`config.mk`:
```
export PLATFORM = sky130hd
export DESIGN_NAME = amber128_reset_seq
export DESIGN_NICKNAME = d
export VERILOG_FILES = /design/src/rtl/amber128_reset_seq.sv
export SDC_FILE = /design/constraint.sdc
export NUM_CORES = 1
export LEC_CHECK = 0
export ABC_AREA = 1
export BUFFER_PORTS_ARGS = -buffer_cell sky130_fd_sc_hd__clkbuf_2
export CAP_MARGIN = 20
export CELL_PAD_IN_SITES_DETAIL_PLACEMENT = 0
export CELL_PAD_IN_SITES_GLOBAL_PLACEMENT = 1
export CORE_ASPECT_RATIO = 1.2
export CORE_MARGIN = 3
export CORE_UTILIZATION = 30
export CTS_CLUSTER_SIZE = 30
export DETAILED_ROUTE_END_ITERATION = 7
export GPL_ROUTABILITY_DRIVEN = 0
export GPL_TIMING_DRIVEN = 0
export PLACE_DENSITY = 0.63
export SLEW_MARGIN = 10
export SYNTH_ARGS = -nofsm -noshare
export SYNTH_HDL_FRONTEND = slang
export SYNTH_SLANG_ARGS = --single-unit
```
`constraint.sdc`:
```
create_clock -name clk_i -period 3.9 [get_ports clk_i]
set_input_delay 0.195 -clock clk_i [delete_from_list [all_inputs] [get_ports clk_i]]
set_output_delay 0.195 -clock clk_i [all_outputs]
set_load 0.005 [all_outputs]
```
`src/rtl/amber128_reset_seq.sv`:
```
// amber128_reset_seq: board reset synchroniser, hold stretcher and
// staged per-channel reset release for one clock domain.
module amber128_reset_seq #(
    parameter int STAGES      = 2,
    parameter int NCH         = 4,
    parameter int HOLD_CYCLES = 16,
    parameter int GAP_CYCLES  = 4
) (
    input  logic           clk_i,
    input  logic           rst_i,
    input  logic           sw_req_i,
    output logic [NCH-1:0] rst_no,
    output logic           busy_o,
    output logic           done_o,
    output logic [1:0]     cause_o
);

    localparam int MAXC = (HOLD_CYCLES > GAP_CYCLES) ? HOLD_CYCLES : GAP_CYCLES;
    localparam int CW   = $clog2(MAXC + 1);
    localparam int IW   = $clog2(NCH + 1);

    localparam logic [CW-1:0] HOLD_INIT = CW'(HOLD_CYCLES - 1);
    localparam logic [CW-1:0] GAP_INIT  = CW'(GAP_CYCLES - 1);
    localparam logic [CW-1:0] CNT_ONE   = CW'(1);
    localparam logic [IW-1:0] IDX_ONE   = IW'(1);
    localparam logic [IW-1:0] IDX_LAST  = IW'(NCH - 1);

    localparam logic [1:0] CAUSE_HARD = 2'b01;
    localparam logic [1:0] CAUSE_SOFT = 2'b10;

    generate
        if (STAGES < 2) begin : g_bad_stages
            $fatal(1, "amber128_reset_seq: STAGES must be >= 2");
        end
        if (NCH < 1) begin : g_bad_nch
            $fatal(1, "amber128_reset_seq: NCH must be >= 1");
        end
        if (HOLD_CYCLES < 1) begin : g_bad_hold
            $fatal(1, "amber128_reset_seq: HOLD_CYCLES must be >= 1");
        end
        if (GAP_CYCLES < 1) begin : g_bad_gap
            $fatal(1, "amber128_reset_seq: GAP_CYCLES must be >= 1");
        end
    endgenerate

    typedef enum logic [2:0] {
        S_RESET,
        S_SYNC,
        S_HOLD,
        S_RELEASE,
        S_RUN
    } state_t;

    state_t            state_q, state_d;
    logic [STAGES-1:0] sync_ff_q, sync_ff_d;
    logic [CW-1:0]     cnt_q, cnt_d;
    logic [IW-1:0]     idx_q, idx_d;
    logic [NCH-1:0]    rst_n_q, rst_n_d;
    logic              busy_q, busy_d;
    logic              done_q, done_d;
    logic [1:0]        cause_q, cause_d;
    logic              soft_ok;

    // Next-state and next-output computation; soft request overrides all.
    always_comb begin
        state_d   = state_q;
        sync_ff_d = sync_ff_q;
        cnt_d     = cnt_q;
        idx_d     = idx_q;
        rst_n_d   = rst_n_q;
        busy_d    = busy_q;
        done_d    = done_q;
        cause_d   = cause_q;
        soft_ok   = 1'b0;

        unique case (state_q)
            S_RESET, S_SYNC: begin
                sync_ff_d = {sync_ff_q[STAGES-2:0], 1'b1};
                if (sync_ff_q[STAGES-1]) begin
                    state_d = S_HOLD;
                    cnt_d   = HOLD_INIT;
                end else begin
                    state_d = S_SYNC;
                end
            end
            S_HOLD: begin
                soft_ok = 1'b1;
                if (cnt_q == '0) begin
                    rst_n_d[0] = 1'b1;
                    idx_d      = IDX_ONE;
                    cnt_d      = GAP_INIT;
                    if (NCH == 1) begin
                        state_d = S_RUN;
                        busy_d  = 1'b0;
                        done_d  = 1'b1;
                    end else begin
                        state_d = S_RELEASE;
                    end
                end else begin
                    cnt_d = cnt_q - CNT_ONE;
                end
            end
            S_RELEASE: begin
                soft_ok = 1'b1;
                if (cnt_q == '0) begin
                    for (int k = 0; k < NCH; k++) begin
                        if (idx_q == IW'(k)) begin
                            rst_n_d[k] = 1'b1;
                        end
                    end
                    idx_d = idx_q + IDX_ONE;
                    cnt_d = GAP_INIT;
                    if (idx_q == IDX_LAST) begin
                        state_d = S_RUN;
                        busy_d  = 1'b0;
                        done_d  = 1'b1;
                    end
                end else begin
                    cnt_d = cnt_q - CNT_ONE;
                end
            end
            S_RUN: begin
                soft_ok = 1'b1;
                busy_d  = 1'b0;
                done_d  = 1'b1;
            end
            default: begin
                state_d = S_RESET;
            end
        endcase

        if (soft_ok && sw_req_i) begin
            state_d = S_HOLD;
            cnt_d   = HOLD_INIT;
            idx_d   = '0;
            rst_n_d = '0;
            busy_d  = 1'b1;
            done_d  = 1'b0;
            cause_d = CAUSE_SOFT;
        end
    end

    // Sequencer state and registered outputs; rst_i forces reset asynchronously.
    always_ff @(posedge clk_i or posedge rst_i) begin
        if (rst_i) begin
            state_q   <= S_RESET;
            sync_ff_q <= '0;
            cnt_q     <= '0;
            idx_q     <= '0;
            rst_n_q   <= '0;
            busy_q    <= 1'b1;
            done_q    <= 1'b0;
            cause_q   <= CAUSE_HARD;
        end else begin
            state_q   <= state_d;
            sync_ff_q <= sync_ff_d;
            cnt_q     <= cnt_d;
            idx_q     <= idx_d;
            rst_n_q   <= rst_n_d;
            busy_q    <= busy_d;
            done_q    <= done_d;
            cause_q   <= cause_d;
        end
    end

    assign rst_no  = rst_n_q;
    assign busy_o  = busy_q;
    assign done_o  = done_q;
    assign cause_o = cause_q;

endmodule

```
==> qor.yml <==
synth-seq-area-share_pct: 48.1
worst_pin_slew_ns: 0.831
netlist-cell-type-count: 22
r2r_end: "rst_no[1]"
fin_crit_sh_pct: 39.9
area_growth_syn_to_layout_pct: 13.0
cts_root_buf: "clkbuf_8"
via_per_inst: 4.64
maxCapViolCount: 0
drive_above_1_share_pct: 18.2
p_leak_nw: 0.640
start_util_pct: 32.1
path_clk_slew_ns: 0.08
synthTopCellsByArea: "dfrtp_1 43%, nand2_1 9.2%, inv_1 7.9%, ha_1 6.8%, nor2_1 5.8%"
syn_nets: 143
wl_um: 2210
rows: 23
finalHoldViolations: 0
tritoncts: "built"
place_hpwl_um: 1660
clkSinkCount: 21
regToRegSetupSlack_ns: 2.34
period_needed_ns: 1.56
die_h_um: 72.3
max-vdd-ir-drop_uv: 264
critPathArrivalTime_ns: 1.75
drtIter0Drc: 36
htree_levels: 1
rsz0062_at_grt: "false"
overflow: 0
cp-start-kind: "flop"
fin_tns_setup_ns: 0
multiInputGateArea_um2: 484
cts_buffers: 3
fin_nets: 158
io_pins: 11
slew_headroom_pct: 44.6
dieArea_um2: 4430
ys_ff_latch: 21
grt_pass1_wl_um: 4230
grt_usage_pct: 12.7
drc: 0
grt_pass1_vias: 931
finalPower_w: 0.000658
ff_latch_area_um2: 528
num_antenna_cells: 0
cp.required_ns: 4.09
antenna_found_initial: 0
p_per_area_nw_per_um2: 530
cts_setup_buffers: 0
hold_class: "input pin to async pin"
synth_top_area_share_pct: 43.3
core_area_um2: 3420
grt_max_degree: 22
r2r_cells: 6
clock_latency_ns: 0.26
via_count: 859
syn_area_um2: 1100
numPortBuffers: 10
fmax_ghz: 0.643
crit_path_end_kind: "flop"
finalMaxSlewViolations: 0
synth_cells: 134
hold_ws_ns: 0.0673
setup_viol: 0
ys_warn_count: 0
drtPass1Iterations: 4
syn_avg_cell_area_um2: 8.20
r2r_start: "cnt_q[0]"
die_w_um: 61.2
cts-hold-fix-buffers: 0
crit_path_max_fanout: 8
yosys.area.top_type: "dfrtp_1"
worstSetupPathType: "flop to flop"
final.setup_skew_ns: 0.00258
postCtsResizedCells: 0
detail_route.wl_per_cell_um: 12.0
antenna_left: 0
filler_cell_count: 366
status: "finished, final reports clean"
clock_path_buffers: 2
cells by family (layout without fill, tap and decap cells):
group / Yosys count / count (layout) / share of synthesized area, %
and+or+nand+nor: 64 / 64 / 26.3
buffers and inverters: 23 / 37 / 7.86
DFF: 21 / 21 / 48.1
AOI/OAI and AO/OA: 19 / 19 / 10.1
adders and majority gates: 6 / 6 / 6.83
xor gates and xnor gates: 1 / 1 / 0.797
synth_stat cells:
library cell	n
nand3_2	2
a21oi_2	1
nand3_1	10
xnor2_1	1
o21ai_1	2
o21bai_1	1
nor3_1	1
inv_1	23
nand2_2	3
o21ai_0	6
nor2_2	1
a31oi_1	1
or2_2	2
a21oi_1	5
o21a_1	2
dfstp_2	2
o21ai_2	1
dfrtp_1	19
nand2_1	27
nand2_4	1
ha_1	6
nor2_1	17
where the power goes:
group	switching, W	total [W]	internal, W
clock	0.0000740	0.000145	0.0000712
sequential	0.0000278	0.000286	0.000258
combinational	0.000151	0.000227	0.0000766
total	0.000252	0.000658	0.000406
how the worst max path moves through the flow:
stage	from	endpoint	depth (start not counted)
2_1_floorplan	cnt_q[0]	done_o	7
3_3_place_gp	cnt_q[0]	rst_no[1]	6
3_5_place_dp	cnt_q[0]	rst_no[1]	6
4_1_cts	cnt_q[0]	rst_no[1]	6
5_1_grt	cnt_q[0]	rst_no[1]	6
6_report	cnt_q[0]	rst_no[1]	6
through the flow:
step / utilization (%) / std cells / cell area (um2) / setup WS, ns
after detailed placement: 34.9 / 181 / 1190 / 2.39
after global placement: 34.9 / 181 / 1190 / 2.43
after floorplan: - / 134 / 1100 / 2.63
after CTS: 36.2 / 185 / 1240 / 2.37
final: 36.2 / 185 / 1240 / 2.34
after global routing: 36.2 / 185 / 1240 / 2.10
state kept, by name, indices dropped and copies added, names as in the netlist:
name / flops
busy_o: 1
cause_o: 2
cnt_q: 5
done_o: 1
idx_q: 3
rst_no: 4
state_q: 3
sync_ff_q: 2
cell type report:
| cell class | instances | share of cell area (%) |
|---|---|---|
| Sequential cell | 21 | 42.5 |
| Clock inverter | 1 | 0.403 |
| Inverter | 23 | 6.96 |
| Clock buffer | 3 | 3.33 |
| Timing Repair Buffer | 10 | 4.03 |
| Multi-Input combinational cell | 90 | 39.0 |
| Tap cell | 37 | 3.73 |
layer usage:
layer / global-route usage (%) / vias to the layer above / part of all wire, %
met5: 0 / - / 0
met4: 5.78 / 0 / 2.4
met3: 2.31 / 5 / 2.7
met2: 18.9 / 7 / 45
met1: 17.8 / 400 / 50
li1: - / 447 / -
worst max-delay path, cell delays in order (launching register included):
cell and delay, ns:
dfrtp_1 0.36, inv_1 0.13, ha_1 0.25, nand3_2 0.20, nor2_1 0.28, nand3_1 0.12, a21oi_1 0.13
cells in the final DEF, fill, tap and decap left out, types with 2 or more instances in the layout:
cell / synthesis / final
nand3_1: 10 / 10
nor2_1: 17 / 17
clkbuf_2: 0 / 10
nand2_2: 3 / 3
inv_1: 23 / 23
o21ai_0: 6 / 6
nand3_2: 2 / 2
nand2_1: 27 / 27
o21ai_1: 2 / 2
a21oi_1: 5 / 5
ha_1: 6 / 6
dfstp_2: 2 / 2
or2_2: 2 / 2
dfrtp_1: 19 / 19
clkbuf_8: 0 / 3
o21a_1: 2 / 2
Note: power is estimated with default switching activity, not from simulation.
